### src/rtl/ant_vga_render_pkg.sv
// Shared constants and types for the ant-colony VGA renderer.
package ant_vga_render_pkg;

  // Tile type field of a tile-map word.
  typedef enum logic [2:0] {
    T_EMPTY  = 3'd0,
    T_AIR    = 3'd1,
    T_DIRT   = 3'd2,
    T_GROUND = 3'd3,
    T_QUEEN  = 3'd4,
    T_WALL   = 3'd5,
    T_ERROR  = 3'd6,
    T_TUNNEL = 3'd7
  } tile_type_e;

  // 640x480@60 timing; visible widths are module parameters, the rest is fixed.
  localparam int H_VIS_DEF = 640;
  localparam int H_FP      = 16;
  localparam int H_SYNC    = 96;
  localparam int H_BP      = 48;
  localparam int H_TOTAL   = H_VIS_DEF + H_FP + H_SYNC + H_BP;  // 800

  localparam int V_VIS_DEF = 480;
  localparam int V_FP      = 10;
  localparam int V_SYNC    = 2;
  localparam int V_BP      = 33;
  localparam int V_TOTAL   = V_VIS_DEF + V_FP + V_SYNC + V_BP;  // 525

  localparam int TILES_PER_ROW = 40;

  // Tile word layout.
  localparam int BIT_ANT   = 4;
  localparam int BIT_SUGAR = 3;
  localparam int TYPE_MSB  = 2;
  localparam int TYPE_LSB  = 0;

  localparam int CNT_W  = 10;
  localparam int ADDR_W = 11;

  // Per-pixel control flags carried down the pipeline next to the tile data.
  typedef struct packed {
    logic blank;
    logic hsync;   // active low
    logic vsync;   // active low
    logic fstart;
  } pix_ctl_t;

  localparam pix_ctl_t CTL_IDLE = '{blank: 1'b1, hsync: 1'b1, vsync: 1'b1, fstart: 1'b0};

endpackage

### src/rtl/vga_timing.sv
// Pixel/line counters and stage-0 decode of sync, blank and frame start.
module vga_timing
  import ant_vga_render_pkg::*;
#(
  parameter int H_VIS = H_VIS_DEF,
  parameter int V_VIS = V_VIS_DEF
) (
  input  logic             clk,
  input  logic             rst,
  output logic [CNT_W-1:0] hcount_o,
  output logic [CNT_W-1:0] vcount_o,
  output pix_ctl_t         ctl_o
);

  localparam logic [CNT_W-1:0] H_LAST   = CNT_W'(H_VIS + H_FP + H_SYNC + H_BP - 1);
  localparam logic [CNT_W-1:0] V_LAST   = CNT_W'(V_VIS + V_FP + V_SYNC + V_BP - 1);
  localparam logic [CNT_W-1:0] H_VIS_C  = CNT_W'(H_VIS);
  localparam logic [CNT_W-1:0] V_VIS_C  = CNT_W'(V_VIS);
  localparam logic [CNT_W-1:0] HS_START = CNT_W'(H_VIS + H_FP);
  localparam logic [CNT_W-1:0] HS_END   = CNT_W'(H_VIS + H_FP + H_SYNC);
  localparam logic [CNT_W-1:0] VS_START = CNT_W'(V_VIS + V_FP);
  localparam logic [CNT_W-1:0] VS_END   = CNT_W'(V_VIS + V_FP + V_SYNC);

  logic [CNT_W-1:0] hcnt_q, hcnt_d;
  logic [CNT_W-1:0] vcnt_q, vcnt_d;

  // Next counter values: h wraps every line, v advances on h wrap.
  always_comb begin
    hcnt_d = hcnt_q + 1'b1;
    vcnt_d = vcnt_q;
    if (hcnt_q == H_LAST) begin
      hcnt_d = '0;
      vcnt_d = (vcnt_q == V_LAST) ? '0 : vcnt_q + 1'b1;
    end
  end

  // Counter registers, parked at (0,0) while in reset.
  always_ff @(posedge clk or negedge rst) begin
    if (!rst) begin
      hcnt_q <= '0;
      vcnt_q <= '0;
    end else begin
      hcnt_q <= hcnt_d;
      vcnt_q <= vcnt_d;
    end
  end

  // Stage-0 flag decode straight off the counters.
  always_comb begin
    ctl_o.blank  = (hcnt_q >= H_VIS_C) || (vcnt_q >= V_VIS_C);
    ctl_o.hsync  = !((hcnt_q >= HS_START) && (hcnt_q < HS_END));
    ctl_o.vsync  = !((vcnt_q >= VS_START) && (vcnt_q < VS_END));
    ctl_o.fstart = (hcnt_q == '0) && (vcnt_q == '0);
  end

  assign hcount_o = hcnt_q;
  assign vcount_o = vcnt_q;

endmodule

### src/rtl/ant_vga_render.sv
// Tile-map VGA renderer: stage 0 address, stage 1 RAM read, stage 2 colour.
module ant_vga_render
  import ant_vga_render_pkg::*;
#(
  parameter int H_VIS      = H_VIS_DEF,
  parameter int V_VIS      = V_VIS_DEF,
  parameter int TILE_SHIFT = 4
) (
  input  logic              clk,
  input  logic              rst,
  output logic [ADDR_W-1:0] tile_addr,
  input  logic [4:0]        tile_data,
  input  logic [8:0]        colTunnel,
  input  logic [8:0]        colAnt,
  input  logic [8:0]        colSugar,
  input  logic [8:0]        colGround,
  input  logic [8:0]        colError,
  input  logic [8:0]        colQueen,
  input  logic [8:0]        colAir,
  input  logic [8:0]        colAirSugar,
  input  logic [8:0]        colWall,
  output logic [8:0]        rgb,
  output logic              hsync,
  output logic              vsync,
  output logic              frame_start
);

  logic [CNT_W-1:0] hcount, vcount;
  pix_ctl_t         ctl_s0;
  logic [CNT_W-1:0] tile_col, tile_row;

  vga_timing #(
    .H_VIS (H_VIS),
    .V_VIS (V_VIS)
  ) u_timing (
    .clk      (clk),
    .rst      (rst),
    .hcount_o (hcount),
    .vcount_o (vcount),
    .ctl_o    (ctl_s0)
  );

  // Stage 0: tile-map address; forced to 0 outside the visible area.
  assign tile_col = hcount >> TILE_SHIFT;
  assign tile_row = vcount >> TILE_SHIFT;
  assign tile_addr = ctl_s0.blank ? '0
                   : ADDR_W'(tile_row) * ADDR_W'(TILES_PER_ROW) + ADDR_W'(tile_col);

  // Flags ride two registers so they line up with the RAM latency plus colour stage.
  pix_ctl_t [2:1] ctl_pipe_q;

  // Control-flag shift register; reset leaves every stage idle/blank.
  always_ff @(posedge clk or negedge rst) begin
    if (!rst) begin
      ctl_pipe_q <= {CTL_IDLE, CTL_IDLE};
    end else begin
      ctl_pipe_q[1] <= ctl_s0;
      ctl_pipe_q[2] <= ctl_pipe_q[1];
    end
  end

  // Stage 2 colour select: blank, then ant, then sugar, then tile type.
  tile_type_e ttype;
  logic [8:0] rgb_d, rgb_q;

  assign ttype = tile_type_e'(tile_data[TYPE_MSB:TYPE_LSB]);

  always_comb begin
    rgb_d = '0;
    if (ctl_pipe_q[1].blank) begin
      rgb_d = '0;
    end else if (tile_data[BIT_ANT]) begin
      rgb_d = colAnt;
    end else if (tile_data[BIT_SUGAR]) begin
      rgb_d = (ttype == T_AIR) ? colAirSugar : colSugar;
    end else begin
      case (ttype)
        T_TUNNEL: rgb_d = colTunnel;
        T_DIRT,
        T_GROUND: rgb_d = colGround;
        T_QUEEN:  rgb_d = colQueen;
        T_AIR:    rgb_d = colAir;
        T_WALL:   rgb_d = colWall;
        T_ERROR:  rgb_d = colError;
        default:  rgb_d = '0;
      endcase
    end
  end

  // Colour register; palette is live-sampled here every cycle.
  always_ff @(posedge clk or negedge rst) begin
    if (!rst) rgb_q <= '0;
    else      rgb_q <= rgb_d;
  end

  assign rgb         = rgb_q;
  assign hsync       = ctl_pipe_q[2].hsync;
  assign vsync       = ctl_pipe_q[2].vsync;
  assign frame_start = ctl_pipe_q[2].fstart;

endmodule

### config.mk
export PLATFORM = sky130hd
export DESIGN_NAME = ant_vga_render
export DESIGN_NICKNAME = d
export VERILOG_FILES = /design/src/rtl/ant_vga_render_pkg.sv /design/src/rtl/vga_timing.sv /design/src/rtl/ant_vga_render.sv
export SDC_FILE = /design/constraint.sdc
export NUM_CORES = 1
export LEC_CHECK = 0
export ABC_CLOCK_PERIOD_IN_PS = 2600
export BUFFER_PORTS_ARGS = -buffer_cell sky130_fd_sc_hd__buf_2
export CORE_AREA = 5 5 89 91
export DETAILED_ROUTE_END_ITERATION = 8
export DIE_AREA = 0 0 94 96
export GPL_TIMING_DRIVEN = 0
export PLACE_DENSITY = 0.72
export SYNTH_ARGS = -nofsm -noshare
export SYNTH_HDL_FRONTEND = slang
export SYNTH_SLANG_ARGS = --single-unit
### constraint.sdc
create_clock -name clk -period 2.6 [get_ports clk]
set_input_delay 0.13 -clock clk [delete_from_list [all_inputs] [get_ports clk]]
set_output_delay 0.13 -clock clk [all_outputs]
set_load 0.02 [all_outputs]
==> metrics.log, run 1 <==
INFO  metric final-seq-area = approximately 910 um2
INFO  metric power.static_leakage = about 1.8 nW
INFO  metric critical_path_required = around 2.5 ns
INFO  metric aggregate_negative_setup_slack = -0.106 ns
INFO  metric total_count_of_max_transition_violations_in_the_final_report = 0
INFO  metric least_setup_slack_across_all_paths_after_layout = -0.0709 ns
INFO  metric count_of_buffers_from_port_buffering = roughly 110
INFO  metric run_status = finished with violations
INFO  metric post_synth_fa_ha_maj_area_fraction = 0.0829
INFO  metric min_from = colAnt[4]
INFO  metric finClkSkew = ~0.0053 ns
INFO  metric grt_remaining_overflow = 0
INFO  metric std_cell_rows = 31
INFO  metric drt_pre_antenna_iters = 4
INFO  metric detailed_place_hpwl = ~6600 um
INFO  metric worst-setup-path-type = reg2out
INFO  metric worstHoldPathCells = 3
INFO  metric critical-path-top-cell-by-count = sky130_fd_sc_hd__buf_4
INFO  metric grt_usage = 0.183
INFO  metric final_hold_viol_count = 0
INFO  metric register_clock_pin_slew_on_the_reported_worst_setup_and_hold_paths = roughly 0.08 ns
INFO  metric worstSetupEndpoint = tile_addr[10]
INFO  metric cts_buffers = 5
INFO  metric area_overhead_vs_synth = 36.4%
INFO  metric slowest_stage = sky130_fd_sc_hd__dfrtp_2
INFO  metric timing.max_cap.violations = 0
INFO  metric yosys.area_share.xor_xnor = 0.0533
INFO  metric crit_path_max_fanout = 2
INFO  metric pin_count = between 100 and 150
INFO  metric multi_input_area = between 0.0015 and 0.002 mm2
INFO  metric setup_repair_after_global_routing_missed_its_margin = yes
INFO  metric clock_path_buffers = 2
INFO  metric maxClockFrequency = about 0.37 GHz
INFO  metric detailedPlace.worstSlack = -0.0997 ns
INFO  metric dpl_cell_area = between 0.003 and 0.004 mm2
INFO  metric finalInstanceArea = 0.00374 mm2
INFO  metric layoutNonFillerInstCount = 525
INFO  metric chipWidth = around 94 um
INFO  metric rr_startpoint = u_timing.vcount_o[4]$_DFFE_PN0N_
INFO  metric synth_fp_nets = about 400
INFO  metric endpoint_of_the_worst_register_to_register_path = u_timing.vcount_o[9]$_DFFE_PN0N_
INFO  metric largest_family_of_logic_cells_by_synthesized_area = simple AND/OR/NAND/NOR gates
INFO  metric drive_above_1_share = 0.408
INFO  metric timing.hold.worst.class = in2reg
INFO  metric synth_compound_area_frac = 0.161
INFO  metric vdd_ir_drop_max = between 0.15 and 0.2 mV
INFO  metric failed_checks = setup timing
INFO  metric cts.htree.levels = 2
INFO  metric synth_area = 0.00275 mm2
INFO  metric final.fill_count = around 670
INFO  metric avgSynthCellArea = just over 9 um2
INFO  metric proportion_of_synthesized_chip_area_in_sequential_cells = 0.330
INFO  metric synth_cell_types = 58
INFO  metric avgViaCountPerCell = 5.30
INFO  metric routed-via-count = between 2000 and 3000
INFO  metric cp_cell_sequence = ha_4 > ha_4 > inv_2 > fa_2 > buf_4 > xnor2_2 > buf_4 > nand4_1 > mux2i_1 > buf_4
INFO  metric synth.ff_latch_count = 36
INFO  metric max_slew.worst_pin.slew = 0.812 ns
INFO  metric number_of_synthesized_flops_with_an_enable_pin = 0
INFO  metric length_in_cells_of_the_worst_reg_to_reg_path = 5
INFO  metric drtIter0Drc = roughly 120
INFO  metric timing.final.setup_violations = 2
INFO  metric core-area = about 0.0071 mm2
INFO  metric die_footprint = around 0.0090 mm2
INFO  metric clock_sinks = 36
INFO  metric clock-root-buffer = sky130_fd_sc_hd__clkbuf_8
INFO  metric arrival = around 2.5 ns
INFO  metric ys_warn_count = 0
INFO  metric routed_wirelength = around 8500 um
INFO  metric synth_simple_gate_area_share = 0.224
INFO  metric grt_first_pass_wirelength = about 13000 um
INFO  metric timing.final.crit_share = 1.03
INFO  metric cp_max_stage_delay = around 0.43 ns
INFO  metric grt_antenna_before_repair = 0
INFO  metric antennaDiodeCount = 0
INFO  metric finish.net_count = between 500 and 600
INFO  metric postSynth.topFlopCell = sky130_fd_sc_hd__dfrtp_1
INFO  metric finalWeightedCongestion = 0.888
INFO  metric post-route-util = 0.530
INFO  metric floorplan.die.height = about 96 um
INFO  metric crit_path_end_kind = primary output
INFO  metric critical_path.startpoint_type = flip-flop
INFO  metric cell_total_after_placement = between 500 and 600
INFO  metric synthArstFlopShare = 1.00
INFO  metric setup.worst_path.start = u_timing.vcount_o[5]$_DFFE_PN0N_
INFO  metric synth.area.mux_share = 0.0948
INFO  metric detail_route.drc_violations = 0
INFO  metric antenna_violating_nets_remaining = 0
INFO  metric grt_start_max_net_pins = 37
INFO  metric floorplan.initialDensity = 0.389
INFO  metric netlist_instances = just under 300
INFO  metric timing.reg2reg.setup_slack = ~0.76 ns
INFO  metric wire_per_inst = around 16 um
INFO  metric timing.max_slew.rel_slack = 0.459
INFO  metric period_minus_slack = ~2.7 ns
INFO  metric clock_latency_of_the_later_clocked_register_in_the_worst_skew_pair = around 0.29 ns
INFO  metric power_density = 323 mW/mm2
INFO  metric vias_in_the_first_global_route = 2855
INFO  metric tritoncts = done
==> placed cells by master, fill, tap and decap left out, drive strengths merged, types with 3 or more instances in the layout <==
cell | netlist | routed
nor2 | 22 | 22
clkbuf | 0 | 5
a221o | 7 | 7
nand4 | 6 | 6
mux2i | 17 | 17
o21ai | 22 | 22
a31oi | 5 | 5
dfrtp | 31 | 31
nand3 | 12 | 12
ha | 15 | 15
and4 | 3 | 3
mux2 | 6 | 6
inv | 17 | 17
and2 | 8 | 8
o2bb2ai | 3 | 3
buf | 15 | 136
nor4b | 3 | 3
a21oi | 9 | 9
xnor2 | 9 | 9
dfstp | 5 | 5
nand2 | 20 | 20
xor2 | 5 | 5
clkinv | 0 | 3
nor4 | 3 | 3
nor2b | 6 | 6
nor3 | 5 | 5
and3 | 9 | 9
o221ai | 8 | 8
==> power by group <==
| group | internal, mW | switching, mW |
|---|---|---|
| clock | 0.187 | 0.210 |
| combinational | 0.111 | 0.123 |
| sequential | 0.574 | 0.00408 |
| total | 0.871 | 0.337 |
==> sequential cells by signal, indices dropped and copies added, names as in the netlist <==
name and count:
ctl_pipe_q 4, frame_start 1, hsync 1, rgb 9, u_timing.hcount_o 10, u_timing.vcount_o 10, vsync 1
==> per-stage QoR <==
step / total power, mW / hold WS [ns]
3_3_place_gp: 0.819 / 0.251
2_1_floorplan: 0.703 / -0.166
4_1_cts: 1.22 / 0.0317
5_1_grt: 1.27 / 0.0667
6_report: 1.21 / 0.0322
3_5_place_dp: 0.823 / 0.271
==> worst min path at each step <==
| stage | end | slack (ns) |
|---|---|---|
| after detailed placement | u_timing.hcount_o[3]$_DFF_PN0_ | 0.27 |
| after global routing | rgb[4]$_DFF_PN0_ | 0.07 |
| after CTS | rgb[4]$_DFF_PN0_ | 0.03 |
| final | rgb[4]$_DFF_PN0_ | 0.03 |
| after floorplan | ctl_pipe_q[0]$_DFF_PN0_ | -0.17 |
| after global placement | u_timing.hcount_o[5]$_DFF_PN0_ | 0.25 |
==> final cells by class <==
class / instances / area share
inverter: 17 / 0.0170
clock buffer: 5 / 0.0184
clock inverter: 3 / 0.00501
tap: 99 / 0.0331
buffer: 15 / 0.0224
sequential: 36 / 0.244
timing repair buffer: 122 / 0.176
multi-input combinational: 228 / 0.484
==> logic make-up (layout without fill, tap and decap cells) <==
logic type                 count (synthesis)  in the layout
adders and majority gates                 17             17
buffers and inverters                     32            162
muxes                                     24             24
DFF                                       36             36
and+or+nand+nor                          107            107
xor gates and xnor gates                  15             15
AOI/OAI and AO/OA                         65             65
==> layer usage <==
| layer | vias to the layer above | GRT usage | wire, um |
|---|---|---|---|
| met3 | 19 | 0.0391 | 645 |
| met5 | - | 0 | 0 |
| li1 | 1348 | - | - |
| met2 | 113 | 0.350 | 4270 |
| met4 | 0 | 0.0734 | 262 |
| met1 | 1304 | 0.195 | 3300 |
==> synth_stat cells (2+ instances only) <==
library cell	number	area (um2)
sky130_fd_sc_hd__buf_2	7	35.0
sky130_fd_sc_hd__ha_1	15	188
sky130_fd_sc_hd__a221o_1	7	70.1
sky130_fd_sc_hd__o21ai_0	6	30.0
sky130_fd_sc_hd__and3_1	8	50.1
sky130_fd_sc_hd__a21oi_1	9	45.0
sky130_fd_sc_hd__nor3_1	4	20.0
sky130_fd_sc_hd__nand3_1	12	60.1
sky130_fd_sc_hd__and2_1	7	43.8
sky130_fd_sc_hd__buf_1	5	18.8
sky130_fd_sc_hd__nand4_1	5	31.3
sky130_fd_sc_hd__nor2b_1	6	37.5
sky130_fd_sc_hd__nand3b_1	2	15.0
sky130_fd_sc_hd__and4_1	2	17.5
sky130_fd_sc_hd__a31oi_1	5	31.3
sky130_fd_sc_hd__or4b_1	2	20.0
sky130_fd_sc_hd__nor2_1	22	82.6
sky130_fd_sc_hd__buf_6	2	22.5
sky130_fd_sc_hd__inv_1	16	60.1
sky130_fd_sc_hd__o221ai_1	8	70.1
sky130_fd_sc_hd__mux2i_1	17	170
sky130_fd_sc_hd__dfrtp_1	31	776
sky130_fd_sc_hd__mux2_1	6	67.6
sky130_fd_sc_hd__or4_1	2	15.0
sky130_fd_sc_hd__fa_1	2	40.0
sky130_fd_sc_hd__o2bb2ai_1	3	26.3
sky130_fd_sc_hd__o21ai_1	16	80.1
sky130_fd_sc_hd__dfstp_2	5	131
sky130_fd_sc_hd__nand2b_1	2	12.5
sky130_fd_sc_hd__nor4_1	3	18.8
sky130_fd_sc_hd__xor2_1	5	43.8
sky130_fd_sc_hd__xnor2_1	9	78.8
sky130_fd_sc_hd__nand2_1	20	75.1
==> worst max-delay path, delay by kind of cell (launching register included) <==
kind / cells / cell delay [ns]
buffers and inverters: 4 / 0.52
AND/OR/NAND/NOR: 1 / 0.14
flip-flops: 1 / 0.43
XOR/XNOR: 1 / 0.19
multiplexers: 1 / 0.23
adder cells (fa/ha/maj): 3 / 0.74
==> timing repair <==
| action | 4_1_cts | 5_1_grt |
|---|---|---|
| hold buffers | 1 | 0 |
| buffers inserted | 8 | 4 |
| gates resized for setup | 22 | 7 |
| endpoints found under the setup margin | 3 | 3 |
| pin swaps | 6 | 6 |
| hold endpoints to repair | 31 | 0 |
Power figures use the tool's default switching activity.
==> inputs of run 2 (changes only) <==
Settings changed: CORE_AREA 5 5 89 91 to 5 5 86 88, DIE_AREA 0 0 94 96 to 0 0 91 93, PLACE_DENSITY 0.72 to 0.77, SETUP_SLACK_MARGIN set to 0.05.
==> metrics.log, run 2 (synthesis gave the netlist of run 1 again) <==
INFO  metric cts.htree.levels = 2 (unchanged)
INFO  metric timing.reg2reg.setup_slack = 0.80 ns (+0.04 ns)
INFO  metric cp_max_stage_delay = 0.43 ns (about the same)
INFO  metric min_from = colAnt[2]
INFO  metric setup_repair_after_global_routing_missed_its_margin = yes
INFO  metric period_minus_slack = 2.72 ns (+0.0472 ns)
INFO  metric post-route-util = 0.559 (+0.0288)
INFO  metric detail_route.drc_violations = 0 (unchanged)
INFO  metric floorplan.initialDensity = 0.418 (+0.0290)
INFO  metric finish.net_count = 526 (-0.75%)
INFO  metric cp_num_cells = 8 (-2)
INFO  metric layout.cells.most_common_list = 114 x sky130_fd_sc_hd__buf_2, 28 x sky130_fd_sc_hd__dfrtp_1, 22 x sky130_fd_sc_hd__nor2_1, 20 x sky130_fd_sc_hd__nand2_1, 17 x sky130_fd_sc_hd__mux2i_1
INFO  metric critical_path_required = 2.47 ns (about the same)
INFO  metric finalPower = 1.30 mW (+7.9%)
INFO  metric timing.max_cap.violations = 0 (unchanged)
INFO  metric floorplan.die.height = 93 um (-3.1%)
INFO  metric worst-setup-path-type = reg2out
INFO  metric run_status = finished with violations
INFO  metric timing.max_slew.rel_slack = 0.466 (+0.00725)
INFO  metric worstHoldPathCells = 3 (unchanged)
INFO  metric length_in_cells_of_the_worst_reg_to_reg_path = 5 (unchanged)
INFO  metric drtIter0Drc = 120 (+2.6%)
INFO  metric cp.buffers_inverters = 2 (-2)
INFO  metric routed_wirelength = 8710 um (+2.9%)
INFO  metric p_int = 0.968 mW (+11%)
INFO  metric slowest_stage = sky130_fd_sc_hd__dfrtp_2
INFO  metric grt_start_max_net_pins = 37 (unchanged)
INFO  metric timing.hold.worst.class = in2reg
INFO  metric least_setup_slack_across_all_paths_after_layout = -0.118 ns (-0.0472 ns)
INFO  metric vias_in_the_first_global_route = 2863 (+0.28%)
INFO  metric failed_checks = setup timing
INFO  metric critical_path.startpoint_type = flip-flop
INFO  metric setup.worst_path.start = u_timing.vcount_o[6]$_DFFE_PN0N_
INFO  metric grt_remaining_overflow = 0 (unchanged)
INFO  metric max_slew.worst_pin.slew = 0.801 ns (-0.0109 ns)
INFO  metric routed-via-count = 2791 (+0.25%)
INFO  metric layoutNonFillerInstCount = 502 (-4.4%)
INFO  metric maxClockFrequency = 0.368 GHz (-1.7%)
INFO  metric aggregate_negative_setup_slack = -0.234 ns (-0.128 ns)
INFO  metric grt_antenna_before_repair = 0 (unchanged)
INFO  metric final_hold_viol_count = 0 (unchanged)
INFO  metric core-area = 0.00657 mm2 (-6.9%)
INFO  metric timing.final.setup_violations = 3 (+1)
INFO  metric antenna_violating_nets_remaining = 0 (unchanged)
INFO  metric vdd_ir_drop_max = 0.225 mV (+25%)
INFO  metric sequential_share_of_power = 0.443 (-0.035)
INFO  metric grt_first_pass_wirelength = 13800 um (+5.2%)
INFO  metric finalWeightedCongestion = 0.934 (+5.2%)
INFO  metric cp_cell_sequence = ha_1 > inv_1 > fa_2 > nand2b_4 > o2bb2ai_2 > or4_1 > mux2i_1 > buf_4
INFO  metric detailed_place_hpwl = 6640 um (+1.0%)
INFO  metric finClkSkew = 0.00879 ns (+0.00353 ns)
INFO  metric avgViaCountPerCell = 5.56 (+4.8%)
INFO  metric die_footprint = 0.00846 mm2 (-6.2%)
INFO  metric grt_usage = 0.201 (+0.0177)
INFO  metric chipWidth = 91 um (-3.2%)
INFO  metric clock_power_share = 0.376 (+0.048)
INFO  metric path_delay_family = adder cells
INFO  metric drive_above_1_share = 0.389 (-0.0198)
INFO  metric clock_sinks = 36 (unchanged)
INFO  metric std_cell_rows = 30 (-3.2%)
INFO  metric pin_count = 111 (unchanged)
INFO  metric p_switching = 0.336 mW (-0.41%)
INFO  metric combinational_cell_fraction_of_total_power = 0.180 (-0.014)
INFO  metric clock-root-buffer = sky130_fd_sc_hd__clkbuf_8
INFO  metric power_density = 355 mW/mm2 (+10%)
INFO  metric power.static_leakage = 1.81 nW (-0.42%)
INFO  metric mostFrequentLayoutCell = sky130_fd_sc_hd__buf_2
INFO  metric sw_frac_of_total = 0.257 (-0.0215)
INFO  metric register_clock_pin_slew_on_the_reported_worst_setup_and_hold_paths = 0.08 ns (about the same)
INFO  metric timing.final.crit_share = 1.05 (+0.0181)
INFO  metric clock_latency_of_the_later_clocked_register_in_the_worst_skew_pair = 0.29 ns (about the same)
INFO  metric wire_per_inst = 17.4 um (+7.6%)
INFO  metric antennaDiodeCount = 0 (unchanged)
INFO  metric arrival = 2.59 ns (+0.05 ns)
INFO  metric drt_pre_antenna_iters = 4 (unchanged)
INFO  metric clock_path_buffers = 2 (unchanged)
INFO  metric area_overhead_vs_synth = 33.8%
INFO  metric rr_startpoint = u_timing.vcount_o[5]$_DFFE_PN0N_
INFO  metric crit_path_max_fanout = 3 (+1)
INFO  metric count_of_buffers_from_port_buffering = 109 (unchanged)
INFO  metric crit_path_end_kind = primary output
INFO  metric total_count_of_max_transition_violations_in_the_final_report = 0 (unchanged)
INFO  metric cell_total_after_placement = 485 (-3.8%)
INFO  metric tritoncts = done
INFO  metric cts_buffers = 5 (unchanged)
-- run 2: tightest hold or removal path: stages --
cell	delay, ns
sky130_fd_sc_hd__buf_2	0.08
sky130_fd_sc_hd__nand2_1	0.04
sky130_fd_sc_hd__o221ai_1	0.06
-- run 2: area by class of cell --
cell class | count | area (um2)
multi-input cells | 228 | 1780
inverters | 17 | 63.8
well taps | 80 | 100
repair buffers | 118 | 624
plain buffers | 15 | 83.8
flip-flops and latches | 36 | 911
clock buffers | 5 | 68.8
fillers | 587 | 2900
clock inverters | 3 | 42.5
-- run 2: power by group through the flow --
stage          Sequential, mW  Combinational, mW  Clock, mW
5_1_grt                 0.579              0.258      0.523
6_report                0.578              0.235      0.491
2_1_floorplan           0.607             0.0962          0
3_5_place_dp            0.589              0.234          0
3_3_place_gp            0.588              0.229          0
4_1_cts                 0.579              0.236      0.503
-- run 2: final timing paths --
kind	end
setup / recovery	tile_addr[10]
hold / removal	rgb[2]$_DFF_PN0_
setup reg to reg	u_timing.vcount_o[8]$_DFFE_PN0N_
hold reg to reg	vsync$_DFF_PN1_
max in group asynchronous	u_timing.vcount_o[5]$_DFFE_PN0N_
min in group asynchronous	u_timing.vcount_o[2]$_DFFE_PN0N_
-- run 2: stage by stage --
stage	setup slack, ns	hold WS [ns]	area [um2]
2_1_floorplan	0.0779	-0.166	2750
4_1_cts	-0.0946	0.0420	3650
6_report	-0.118	0.0488	3670
3_5_place_dp	-0.133	0.271	3390
3_3_place_gp	-0.0914	0.259	3390
5_1_grt	-0.204	0.0668	3670
-- run 2: what timing repair did --
| item | in CTS | in global routing |
|---|---|---|
| endpoints found under the setup margin | 3 | 3 |
| hold endpoints to repair | 31 | 0 |
| hold buffers | 1 | 0 |
| gates resized for setup | 17 | 3 |
| pin swaps | 4 | 7 |
| setup buffers | 7 | 2 |
-- run 2: routing by layer --
| layer | vias to the layer above | GRT usage | wire length (um) |
|---|---|---|---|
| li1 | 1342 | - | - |
| met2 | 121 | 0.380 | 4620 |
| met1 | 1303 | 0.199 | 3070 |
| met3 | 25 | 0.0636 | 752 |
| met4 | 0 | 0.0880 | 272 |
| met5 | - | 0 | 0 |
==> inputs of run 3 (changes only) <==
Settings changed: REMOVE_ABC_BUFFERS set to 1, TNS_END_PERCENT set to 50.
==> metrics.log, run 3 (synthesis gave the netlist of run 1 again) <==
INFO  metric routed-via-count = 2660 (-4.7%)
INFO  metric crit_path_end_kind = primary output
INFO  metric drtIter0Drc = 148 (+23%)
INFO  metric aggregate_negative_setup_slack = -0.136 ns (+0.0983 ns)
INFO  metric antennaDiodeCount = 0 (unchanged)
INFO  metric detail_route.drc_violations = 0 (unchanged)
INFO  metric pin_count = 111 (unchanged)
INFO  metric cts_buffers = 5 (unchanged)
INFO  metric finalInstanceArea = 0.00355 mm2 (-3.2%)
INFO  metric timing.final.setup_violations = 2 (-1)
INFO  metric core-area = 0.00657 mm2 (unchanged)
INFO  metric total_count_of_max_transition_violations_in_the_final_report = 0 (unchanged)
INFO  metric p_switching = 0.319 mW (-5.1%)
INFO  metric run_status = finished with violations
INFO  metric dpl_cell_area = 0.00331 mm2 (-2.3%)
INFO  metric routed_wirelength = 8040 um (-7.7%)
INFO  metric finalPower = 1.28 mW (-1.7%)
INFO  metric antenna_violating_nets_remaining = 0 (unchanged)
INFO  metric sequential_share_of_power = 0.451 (+0.008)
INFO  metric cp_cell_sequence = ha_1 > ha_2 > inv_2 > fa_2 > nand2b_4 > o2bb2ai_2 > or4_1 > mux2i_1 > buf_4
INFO  metric grt_remaining_overflow = 0 (unchanged)
INFO  metric least_setup_slack_across_all_paths_after_layout = -0.0755 ns (+0.0426 ns)
INFO  metric timing.hold.worst.class = in2reg
INFO  metric critical_path_required = 2.47 ns (about the same)
INFO  metric combinational_cell_fraction_of_total_power = 0.175 (-0.005)
INFO  metric clock-root-buffer = sky130_fd_sc_hd__clkbuf_8
INFO  metric power_density = 361 mW/mm2 (+1.6%)
INFO  metric vdd_ir_drop_max = 0.191 mV (-15%)
INFO  metric timing.final.crit_share = 1.03 (-0.0164)
INFO  metric cts.htree.levels = 2 (unchanged)
INFO  metric drive_above_1_share = 0.372 (-0.0167)
INFO  metric timing.max_slew.rel_slack = 0.460 (-0.00573)
INFO  metric wire_per_inst = 16.5 um (-4.7%)
INFO  metric setup_repair_after_global_routing_missed_its_margin = yes
INFO  metric clock_path_buffers = 2 (unchanged)
INFO  metric clock_sinks = 36 (unchanged)
INFO  metric floorplan.die.height = 93 um (unchanged)
INFO  metric slowest_stage = sky130_fd_sc_hd__dfrtp_2
INFO  metric timing.max_cap.violations = 0 (unchanged)
INFO  metric clock_power_share = 0.374 (-0.002)
INFO  metric p_int = 0.964 mW (-0.47%)
INFO  metric floorplan.initialDensity = 0.418 (unchanged)
INFO  metric vias_in_the_first_global_route = 2662 (-7.0%)
INFO  metric finalWeightedCongestion = 0.947 (+1.4%)
INFO  metric register_clock_pin_slew_on_the_reported_worst_setup_and_hold_paths = 0.07 ns (about the same)
INFO  metric maxClockFrequency = 0.374 GHz (+1.6%)
INFO  metric path_delay_family = adder cells
INFO  metric power.static_leakage = 1.76 nW (-2.9%)
INFO  metric detailedPlace.worstSlack = -0.100 ns (+0.0326 ns)
INFO  metric detailed_place_hpwl = 6260 um (-5.6%)
INFO  metric die_footprint = 0.00846 mm2 (unchanged)
INFO  metric layout.cells.most_common_list = 108 x sky130_fd_sc_hd__buf_2, 27 x sky130_fd_sc_hd__dfrtp_1, 22 x sky130_fd_sc_hd__nor2_1, 20 x sky130_fd_sc_hd__nand2_1, 17 x sky130_fd_sc_hd__mux2i_1
INFO  metric layoutNonFillerInstCount = 486 (-3.2%)
INFO  metric grt_start_max_net_pins = 37 (unchanged)
INFO  metric sw_frac_of_total = 0.248 (-0.00902)
INFO  metric timing.hold.ws = 0.0472 ns (-0.00160 ns)
INFO  metric failed_checks = setup timing
INFO  metric area_overhead_vs_synth = 29.4%
INFO  metric cp_max_stage_delay = 0.40 ns (-0.03 ns)
INFO  metric arrival = 2.55 ns (-0.04 ns)
INFO  metric count_of_buffers_from_port_buffering = 110 (+0.92%)
INFO  metric critical_path.startpoint_type = flip-flop
INFO  metric mostFrequentLayoutCell = sky130_fd_sc_hd__buf_2
INFO  metric crit_path_max_fanout = 2 (-1)
INFO  metric max_slew.worst_pin.slew = 0.809 ns (+0.00860 ns)
INFO  metric std_cell_rows = 30 (unchanged)
INFO  metric grt_first_pass_wirelength = 13500 um (-2.6%)
INFO  metric chipWidth = 91 um (unchanged)
INFO  metric finish.net_count = 510 (-3.0%)
INFO  metric clock_latency_of_the_later_clocked_register_in_the_worst_skew_pair = 0.29 ns (about the same)
INFO  metric tritoncts = done
INFO  metric period_minus_slack = 2.68 ns (-0.0426 ns)
INFO  metric final_hold_viol_count = 0 (unchanged)
INFO  metric drt_pre_antenna_iters = 4 (unchanged)
INFO  metric post-route-util = 0.541 (-0.0181)
INFO  metric worst-setup-path-type = reg2out
INFO  metric cell_total_after_placement = 471 (-2.9%)
INFO  metric avgViaCountPerCell = 5.47 (-1.6%)
INFO  metric cp.buffers_inverters = 2 (unchanged)
INFO  metric finClkSkew = 0.00507 ns (-0.00372 ns)
INFO  metric grt_usage = 0.192 (-0.00854)
INFO  metric grt_antenna_before_repair = 0 (unchanged)
## run 3: cell types whose count changed in the layout (fill, tap and decap cells not counted), sizes merged
cell      delta
buf         -16
clkbuf       +1
clkinvlp     -1
## run 3: path summary, 6_finish.rpt
path	endpoint	depth (start not counted)	start	slack (ns)
setup / recovery	tile_addr[10]	9	u_timing.vcount_o[5]$_DFFE_PN0N_	-0.08
hold / removal	rgb[1]$_DFF_PN0_	3	colAnt[1]	0.05
setup reg to reg	u_timing.vcount_o[8]$_DFFE_PN0N_	5	u_timing.vcount_o[4]$_DFFE_PN0N_	0.86
hold reg to reg	frame_start$_DFF_PN0_	0	ctl_pipe_q[0]$_DFF_PN0_	0.35
max in group asynchronous	u_timing.vcount_o[5]$_DFFE_PN0N_	2	rst	1.56
min in group asynchronous	u_timing.hcount_o[5]$_DFF_PN0_	2	rst	0.47
## run 3: worst register-to-register path: stages (launching register included)
cell,delay (ns)
sky130_fd_sc_hd__dfrtp_2,0.43
sky130_fd_sc_hd__buf_4,0.18
sky130_fd_sc_hd__nor4b_2,0.45
sky130_fd_sc_hd__nand3_1,0.27
sky130_fd_sc_hd__a21oi_1,0.20
sky130_fd_sc_hd__o22ai_1,0.10
## run 3: layout make-up
type                    count  area, um2
repair buffers            117        611
flip-flops and latches     36        912
clock inverters             2       35.0
well taps                  80        100
fillers                   593       3010
inverters                  17       63.8
multi-input cells         228       1760
clock buffers               6       72.6
## run 3: power by group through the flow
stage	registers [mW]	clock network (mW)	logic (mW)
finish	0.579	0.479	0.224
global route	0.580	0.525	0.248
CTS	0.579	0.495	0.226
detailed placement	0.589	0	0.223
global placement	0.589	0	0.220
floorplan	0.607	0	0.0782
## run 3: what timing repair did
item | 4_1_cts | 5_1_grt
hold endpoints to repair | 31 | 0
resized for setup | 11 | 8
hold buffers | 1 | 0
endpoints found under the setup margin | 3 | 3
pin swaps | 3 | 3
buffers inserted | 5 | 1
## run 3: layer usage
layer	GRT usage	share of wire	vias up
met2	0.325	0.50	110
met1	0.228	0.39	1228
met5	0	0	-
met3	0.0587	0.086	18
li1	-	-	1304
met4	0.0758	0.025	0
